**src/rtl/note_sequencer_pkg.sv**
```systemverilog
// Shared types for the note sequencer: FSM states and play-mode encodings.
package note_sequencer_pkg;

  typedef enum logic [1:0] {
    IDLE = 2'b00,
    PLAY = 2'b01,
    DONE = 2'b10
  } state_e;

  typedef enum logic [1:0] {
    MODE_UP       = 2'b00,
    MODE_DOWN     = 2'b01,
    MODE_PINGPONG = 2'b10,
    MODE_ONESHOT  = 2'b11
  } mode_e;

endpackage

```
**src/rtl/tempo_prescaler.sv**
```systemverilog
// Tempo prescaler: counts enabled cycles and ticks once every divisor+1 of them.
module tempo_prescaler #(
  parameter int unsigned WIDTH = 16
) (
  input  logic             clk,
  input  logic             rst,
  input  logic             clear,
  input  logic             enable,
  input  logic [WIDTH-1:0] divisor,
  output logic             tick
);

  logic [WIDTH-1:0] count_q;

  // Tick on the last enabled cycle of a note; combinational so the parent can
  // register the resulting index change on the same edge.
  always_comb begin
    tick = enable && (count_q == divisor);
  end

  // Counter holds while disabled so a paused note resumes its remaining count.
  always_ff @(posedge clk) begin
    if (rst || clear) begin
      count_q <= '0;
    end else if (enable) begin
      count_q <= tick ? '0 : count_q + 1'b1;
    end
  end

endmodule

```
**src/rtl/note_sequencer.sv**
```systemverilog
// Note sequencer top: run/stop FSM, index/direction stepping and one-hot buzzer decode.
module note_sequencer
  import note_sequencer_pkg::*;
#(
  parameter int unsigned NOTE_BITS   = 3,
  parameter int unsigned TEMPO_WIDTH = 16
) (
  input  logic                     input_clock1_1,
  input  logic                     input_reset_2,
  input  logic                     input_start_3,
  input  logic                     input_stop_4,
  input  logic                     input_enable_5,
  input  logic [1:0]               input_mode_6,
  input  logic [TEMPO_WIDTH-1:0]   input_tempo_7,
  output logic [(1<<NOTE_BITS)-1:0] output_buzzer_8,
  output logic [NOTE_BITS-1:0]     output_index_9,
  output logic                     output_step_10,
  output logic                     output_busy_11,
  output logic                     output_done_12
);

  localparam int unsigned NOTES = 1 << NOTE_BITS;
  localparam logic [NOTE_BITS-1:0] LAST_IDX = {NOTE_BITS{1'b1}};

  state_e                 state_q, state_d;
  mode_e                  mode_q, mode_d;
  logic [TEMPO_WIDTH-1:0] tempo_q, tempo_d;
  logic [NOTE_BITS-1:0]   index_q, index_d;
  logic                   dir_q, dir_d;  // 1 = counting down
  logic [NOTES-1:0]       buzzer_q, buzzer_d;
  logic                   step_q, step_d;
  logic                   busy_q, busy_d;
  logic                   done_q, done_d;

  logic presc_clear;
  logic presc_en;
  logic tick;

  // Prescaler only runs while playing; any other state (or stop) parks it at zero.
  always_comb begin
    presc_clear = (state_q != PLAY) || input_stop_4;
    presc_en    = (state_q == PLAY) && input_enable_5 && !input_stop_4;
  end

  tempo_prescaler #(
    .WIDTH(TEMPO_WIDTH)
  ) u_prescaler (
    .clk     (input_clock1_1),
    .rst     (input_reset_2),
    .clear   (presc_clear),
    .enable  (presc_en),
    .divisor (tempo_q),
    .tick    (tick)
  );

  // Next-state, index stepping and registered-output precomputation.
  always_comb begin
    state_d = state_q;
    mode_d  = mode_q;
    tempo_d = tempo_q;
    index_d = index_q;
    dir_d   = dir_q;
    step_d  = 1'b0;

    if (input_stop_4) begin
      state_d = IDLE;
      index_d = '0;
      dir_d   = 1'b0;
    end else begin
      unique case (state_q)
        IDLE, DONE: begin
          if (input_start_3) begin
            state_d = PLAY;
            mode_d  = mode_e'(input_mode_6);
            tempo_d = input_tempo_7;
            dir_d   = (mode_e'(input_mode_6) == MODE_DOWN);
            index_d = (mode_e'(input_mode_6) == MODE_DOWN) ? LAST_IDX : '0;
          end
        end
        PLAY: begin
          if (tick) begin
            step_d = 1'b1;
            unique case (mode_q)
              MODE_UP:   index_d = index_q + 1'b1;
              MODE_DOWN: index_d = index_q - 1'b1;
              MODE_PINGPONG: begin
                // Turn around at the ends without repeating the endpoint.
                if (!dir_q) begin
                  if (index_q == LAST_IDX) begin
                    index_d = index_q - 1'b1;
                    dir_d   = 1'b1;
                  end else begin
                    index_d = index_q + 1'b1;
                  end
                end else begin
                  if (index_q == '0) begin
                    index_d = index_q + 1'b1;
                    dir_d   = 1'b0;
                  end else begin
                    index_d = index_q - 1'b1;
                  end
                end
              end
              MODE_ONESHOT: begin
                if (index_q == LAST_IDX) begin
                  state_d = DONE;
                  step_d  = 1'b0;
                end else begin
                  index_d = index_q + 1'b1;
                end
              end
              default: ;
            endcase
          end
        end
        default: state_d = IDLE;
      endcase
    end

    busy_d   = (state_d == PLAY);
    done_d   = (state_d == DONE);
    buzzer_d = '0;
    if ((state_d == PLAY) && input_enable_5) begin
      buzzer_d[index_d] = 1'b1;
    end
  end

  // State and output registers; reset overrides everything.
  always_ff @(posedge input_clock1_1) begin
    if (input_reset_2) begin
      state_q  <= IDLE;
      mode_q   <= MODE_UP;
      tempo_q  <= '0;
      index_q  <= '0;
      dir_q    <= 1'b0;
      buzzer_q <= '0;
      step_q   <= 1'b0;
      busy_q   <= 1'b0;
      done_q   <= 1'b0;
    end else begin
      state_q  <= state_d;
      mode_q   <= mode_d;
      tempo_q  <= tempo_d;
      index_q  <= index_d;
      dir_q    <= dir_d;
      buzzer_q <= buzzer_d;
      step_q   <= step_d;
      busy_q   <= busy_d;
      done_q   <= done_d;
    end
  end

  assign output_buzzer_8 = buzzer_q;
  assign output_index_9  = index_q;
  assign output_step_10  = step_q;
  assign output_busy_11  = busy_q;
  assign output_done_12  = done_q;

endmodule

```
**config.mk**
```make
export PLATFORM = sky130hd
export DESIGN_NAME = note_sequencer
export DESIGN_NICKNAME = d
export VERILOG_FILES = /design/src/rtl/note_sequencer_pkg.sv /design/src/rtl/tempo_prescaler.sv /design/src/rtl/note_sequencer.sv
export SDC_FILE = /design/constraint.sdc
export NUM_CORES = 1
export LEC_CHECK = 0
export CAP_MARGIN = 20
export CORE_MARGIN = 5
export CORE_UTILIZATION = 57
export DETAILED_ROUTE_END_ITERATION = 8
export HOLD_SLACK_MARGIN = 0.02
export PLACE_DENSITY = 0.82
export SYNTH_ARGS = -nofsm -noshare
export SYNTH_HDL_FRONTEND = slang
export SYNTH_SLANG_ARGS = --single-unit
```
**constraint.sdc**
```tcl
create_clock -name input_clock1_1 -period 4 [get_ports input_clock1_1]
set_input_delay 0.4 -clock input_clock1_1 [delete_from_list [all_inputs] [get_ports input_clock1_1]]
set_output_delay 0.4 -clock input_clock1_1 [all_outputs]
set_load 0.01 [all_outputs]
```
==> results of run 1 <==
## worst max-delay path by stage
| stage | startpoint | end | slack, ps | cells past startpoint |
|---|---|---|---|---|
| after floorplan | output_index_9[0] | output_buzzer_8[1] | 2050 | 8 |
| after global placement | input_start_3 | output_buzzer_8[6] | 1300 | 7 |
| after detailed placement | input_start_3 | output_buzzer_8[6] | 1240 | 7 |
| after global routing | input_reset_2 | output_buzzer_8[0] | 1320 | 6 |
| final | input_start_3 | output_buzzer_8[6] | 1520 | 7 |
| after CTS | input_start_3 | output_buzzer_8[6] | 1550 | 7 |
## per-stage QoR
step / instance area [um^2] / util
3_3_place_gp: 2830 / 0.693
3_5_place_dp: 2830 / 0.693
6_report: 2930 / 0.716
2_1_floorplan: 2440 / -
4_1_cts: 2930 / 0.716
5_1_grt: 2930 / 0.716
## critical path, cell delays in order
cell	delay [ps]
clkdlybuf4s50_1	480
nor2b_1	400
nand2b_1	460
nor2_1	310
a211oi_1	80
mux2_4	330
and4bb_1	270
## area by class of cell
class	count	area (um^2)	share of cell area
multi-input cells	211	1340	0.457
flip-flops and latches	51	1020	0.349
repair buffers	37	368	0.126
clock buffers	7	86.3	0.0295
well taps	50	62.6	0.0214
inverters	11	41.3	0.0141
clock inverters	1	8.76	0.00299
## layer usage
metal	GRT usage	up-vias
met3	0.0567	4
met4	0.0505	0
met2	0.295	52
li1	-	1025
met5	0	-
met1	0.296	887
## cell usage in the layout (no fill, tap or decap), drive strengths merged, types with 2 or more instances in the layout
cell type and n:
nand2 53, dfxtp 51, clkdlybuf4s50 36, nor2 29, xnor2 24, a21oi 24
inv 11, xor2 8, nand4 8, clkbuf 7, nor3 7, nand3 6
ha 6, nor2b 5, o21ai 5, and3 4, nor4b 4, o32ai 2
nand2b 2, nor4 2, nor4bb 2, and4bb 2, o211ai 2, mux2i 2
## sequential cells by signal (all words and copies together), names as in the netlist
name / flops
dir_q: 1
tempo_q: 16
output_busy_11: 1
u_prescaler.count_q: 16
mode_q: 2
output_index_9: 3
output_buzzer_8: 8
output_done_12: 1
state_q: 2
output_step_10: 1
## power groups by stage
| stage | combinational, mW | clock (mW) | sequential [mW] |
|---|---|---|---|
| final | 0.0975 | 0.305 | 0.529 |
| after global routing | 0.108 | 0.335 | 0.530 |
| after CTS | 0.0981 | 0.311 | 0.529 |
| after detailed placement | 0.0973 | 0 | 0.540 |
| after global placement | 0.0954 | 0 | 0.540 |
| after floorplan | 0.0619 | 0 | 0.537 |
## logic make-up (layout without fill, tap and decap cells)
family,Yosys count,after routing,synth area share
fa+ha+maj,6,6,0.0307
simple gates,130,130,0.285
flops,51,51,0.418
buf+inv,22,56,0.0348
compound gates,40,40,0.0978
xor+xnor,32,32,0.115
mux,3,3,0.0195
==> run metrics, run 1 <==
syn nets=313; largest net degree at the start of global routing=23; most frequent cells after synthesis=nand2_1 (52), dfxtp_1 (51), nor2_1 (29); Setup WS post-layout=1520 ps; die width=75.5 um; met2 WL=2220 um; PostCTS Resize Cnt=0; core area=4090 um^2; crit start category=input port; Via-to-Cell Ratio=5.35; die height=75.5 um; maxcap violations=0; number of I/O pins=37; Worst-path clk slew=90 ps; DRT Pass-1 Iters=4; reg2reg end=output_buzzer_8[6]; num rows=23; crit path max fanout=19; postcts setup bufs=0; share of layout cells above drive strength 1=0.0660; hold path depth=2; diode count=0; total track usage=0.203; syn avg cell area=8.60 um^2; Worst R2R Setup Slack=1780 ps; P_int=0.709 mW; Cells after DPL=360; Clock Latency Late Sink=300 ps; RR Startpoint=state_q[0]; Initial Utilization=0.598; most common cell in the netlist=nand2_1; vias in the first global route=1902; most area-hungry cell type in the Yosys netlist=dfxtp_1; Net Sw Frac=0.239; Hold Path Origin=dir_q; Mapped Area=2440 um^2; Place WS=1240 ps; Hold Crit Class=reg2reg; Fillers=319; first-pass GRT wire length=8840 um; FMAX=0.403 GHz; worst slew pin tran=782 ps; routed length per instance=13.9 um; clk_skew=11.4 ps; CTS tree=yes; Worst Path Arrival=2730 ps; RSZ-0062 raised after global routing=no; die area=5700 um^2; Crit Path Category=in2reg; Clock Sinks=51; Iteration-0 DRC Markers=236; DRC violations left=0; Final Hold Viols=0; vias=1968; YS warnings=0; status=finished clean; GRT overflow=0; non-filler instance count after layout=368; initial antenna violation count=0; # port buffers=36; WHS Endpoint=dir_q; Final Wtd Congestion=0.832; logic gate share of total power=0.105; Final setup viols=0; Slew HR=0.477; Final ANT Viol Nets=0; highest routed layer=met4; Yosys cell types=46; Min Hold Slack=468 ps; Worst R2R Path Depth=6; Slew Viols, Final=0; period utilization=0.620; Clock power frac=0.327; hold buffer count at cts=0; Yosys top cell area share=0.418; main flop type after synthesis=dfxtp_1; pwr dens=318 nW/um^2; post-layout min period=2480 ps; WL final=5100 um; H-tree levels=2; nets=346; clk root buf=clkbuf_8; Net Switching=0.222 mW; number of synthesized flops with an enable pin=0; dpl hpwl=3800 um; Mapped Cells=284; Flop pwr share=0.568; #FFs+latches synth=51; ys async rst share=0; Longest Clk Path Bufs=2; CP required=4250 ps; final setup TNS=0 ps; total CTS buffers=5; Pwr Total=0.931 mW; top post-synthesis cells by area=dfxtp_1 (42%), xnor2_1 (8.6%), nand2_1 (8.0%); Layout Area Growth over Synthesis=19.7%; sequential share of the synthesized area=0.418; Max VDD drop=0.218 mV; met1 WL=2530 um; endpoint class of the critical path=flip-flop; met3 routed wirelength=319 um; P_leak=0.983 nW
No activity file was read; power rests on OpenSTA's default activity.
==> inputs of run 2 (changes only) <==
--- a/config.mk
+++ b/config.mk
@@ -7,10 +7,10 @@
 export LEC_CHECK = 0
 export CAP_MARGIN = 20
 export CORE_MARGIN = 5
-export CORE_UTILIZATION = 57
+export CORE_UTILIZATION = 48
 export DETAILED_ROUTE_END_ITERATION = 8
 export HOLD_SLACK_MARGIN = 0.02
-export PLACE_DENSITY = 0.82
+export PLACE_DENSITY = 0.73
 export SYNTH_ARGS = -nofsm -noshare
 export SYNTH_HDL_FRONTEND = slang
 export SYNTH_SLANG_ARGS = --single-unit
==> constraint.sdc (replaced) <==
create_clock -name input_clock1_1 -period 1.99 [get_ports input_clock1_1]
set_input_delay 0.199 -clock input_clock1_1 [delete_from_list [all_inputs] [get_ports input_clock1_1]]
set_output_delay 0.199 -clock input_clock1_1 [all_outputs]
set_load 0.01 [all_outputs]
==> run 2 against run 1 <==
Effect of this change:
- global-route usage shrank 2.5 points
- sequential cell count stayed put
- sequential share of layout area fell by 3.9 points
==> run metrics, run 2 (synthesized netlist as in run 1, its figures left out) <==
vias=2114 (+7.4%); Worst R2R Path Depth=8 (+2); FMAX=0.514 GHz; Flop pwr share=0.556 (-0.012); num rows=26 (+13%); Longest Clk Path Bufs=2 (unchanged); Clock Sinks=51 (unchanged); Initial Utilization=0.488 (-0.110); die area=6620 um^2 (+16%); core area=5010 um^2 (+23%); RSZ-0062 raised after global routing=yes; flip-flop and latch area=1040 um^2 (+1.6%); crit start category=flip-flop; Via-to-Cell Ratio=5.07 (-5.2%); first-pass GRT wire length=9270 um (+4.9%); final setup TNS=0 ps (unchanged); diode count=0 (unchanged); largest net degree at the start of global routing=22 (-4.3%); Final setup viols=0 (unchanged); Fillers=426 (+34%); most common cell after layout, fill and taps aside=nand2_1; CP endpoint=output_buzzer_8[4]; CP max stage cell=dfxtp_4; post-layout min period=1950 ps; Multi-input gate area=1520 um^2 (+14%); pwr dens=570 nW/um^2 (+79%); Cells after DPL=405 (+13%); non-filler instance count after layout=417 (+13%); GRT overflow=0 (unchanged); DP Area=3040 um^2 (+7.5%); crit path max fanout=5 (-14); Slew Viols, Final=0 (unchanged); die height=81.4 um (+7.8%); Final Hold Viols=0 (unchanged); Clock power frac=0.313 (-0.014); Worst-path clk slew=90 ps (about the same); Iteration-0 DRC Markers=98 (-58%); logic gate share of total power=0.132 (+0.027); worst slew pin tran=400 ps (-382 ps); status=finished clean; Max VDD drop=0.450 mV (+110%); reg2reg end=output_buzzer_8[4]; WL final=5600 um (+9.8%); clk_skew=2.78 ps (-8.65 ps); die width=81.4 um (+7.8%); Net Sw Frac=0.256 (+0.0170); nets=375 (+8.4%); CP required=2210 ps (-2040 ps); initial antenna violation count=0 (unchanged); DRT Pass-1 Iters=4 (unchanged); Net Switching=0.488 mW (+120%); Final Wtd Congestion=0.803 (-3.5%); period utilization=0.978; RR Startpoint=output_index_9[0]; Worst Path Arrival=2170 ps (-560 ps); maxcap violations=0 (unchanged); # port buffers=36 (unchanged); beginning of the critical path=output_index_9[0]; M2 GR Usage=0.258 (-0.0372); leading cell types in the layout, fill and taps excluded=nand2_1 (52), dfxtp_1 (42), clkdlybuf4s50_1 (36); number of I/O pins=37 (unchanged); met1 Usage GRT=0.261 (-0.0354); Final ANT Viol Nets=0 (unchanged); Hold Crit Class=in2reg; clk root buf=clkbuf_8; P_leak=1.17 nW (+19%); most used routing layer in global routing=met1; DRC violations left=0 (unchanged); P_int=1.42 mW (+100%); worst-path cell chain=inv_2 -> ha_4 -> xor2_2 -> nor2_2 -> o32ai_2 -> a211oi_2 -> mux2_4 -> nor4b_4; Clock Latency Late Sink=300 ps (about the same); H-tree levels=2 (unchanged); routed length per instance=13.4 um (-3.1%); total CTS buffers=5 (unchanged); Layout Area Growth over Synthesis=36.8%; Worst R2R Setup Slack=40 ps (-1740 ps); met3 global-route usage=0.0466 (-0.0102); vias in the first global route=1942 (+2.1%); hold buffer count at cts=0 (unchanged); total track usage=0.178 (-0.0252); Crit path largest cell delay=380 ps (-100 ps); dpl hpwl=3950 um (+3.8%); endpoint class of the critical path=flip-flop; share of layout cells above drive strength 1=0.231 (+0.165); CTS tree=yes; Final Instance Area=3340 um^2 (+14%); Crit Path Category=reg2reg; Slew HR=0.732 (+0.255)
## run 2: cell type report
cell class	instances	area share
repair buffers	64	0.171
inverters	11	0.0124
flip-flops and latches	51	0.310
well taps	70	0.0262
clock buffers	5	0.0206
multi-input cells	213	0.454
clock inverters	3	0.00561
## run 2: power groups by stage
stage	Sequential, mW	Clock, mW	Combinational (mW)
final	1.06	0.596	0.251
after global routing	1.06	0.656	0.275
after CTS	1.06	0.615	0.225
after detailed placement	1.08	0	0.219
after global placement	1.08	0	0.217
after floorplan	1.08	0	0.124
## run 2: through the flow
| stage | worst slack (ps) | hold WS, ps | utilization | power, mW |
|---|---|---|---|---|
| after floorplan | 43.5 | 271 | - | 1.20 |
| after global placement | -191 | 455 | 0.607 | 1.30 |
| after detailed placement | -190 | 458 | 0.607 | 1.30 |
| after CTS | 1.15 | 422 | 0.632 | 1.90 |
| after global routing | -69.9 | 430 | 0.667 | 1.99 |
| final | 44.6 | 429 | 0.667 | 1.91 |
## run 2: how the worst min path moves through the flow
stage | from | endpoint | slack (ps) | cells past startpoint
2_1_floorplan | input_reset_2 | output_index_9[1] | 270 | 1
5_1_grt | input_tempo_7[4] | tempo_q[4] | 430 | 3
3_3_place_gp | tempo_q[2] | tempo_q[2] | 460 | 2
3_5_place_dp | tempo_q[2] | tempo_q[2] | 460 | 2
4_1_cts | input_tempo_7[4] | tempo_q[4] | 420 | 3
6_report | input_tempo_7[4] | tempo_q[4] | 430 | 3
## run 2: repair_timing
item | 4_1_cts | 5_1_grt
buffers inserted | 0 | 2
setup endpoints to repair | 7 | 22
gates cloned | 1 | 1
pin swaps | 1 | 18
hold endpoints to repair | 0 | 0
resized for setup | 5 | 34
## run 2: routing by layer
layer | wire (um) | part of all wire
met3 | 326 | 0.058
met4 | 57 | 0.010
met2 | 2440 | 0.44
met1 | 2780 | 0.50
met5 | 0 | 0
## run 2: critical path, delay by kind of cell, from the launching register on
kind / cells / cell delay, ps
xor gates and xnor gates: 1 / 200
DFF: 1 / 380
muxes: 1 / 330
and+or+nand+nor: 2 / 340
buffers and inverters: 1 / 60
AOI/OAI and AO/OA: 2 / 380
adders and majority gates: 1 / 160
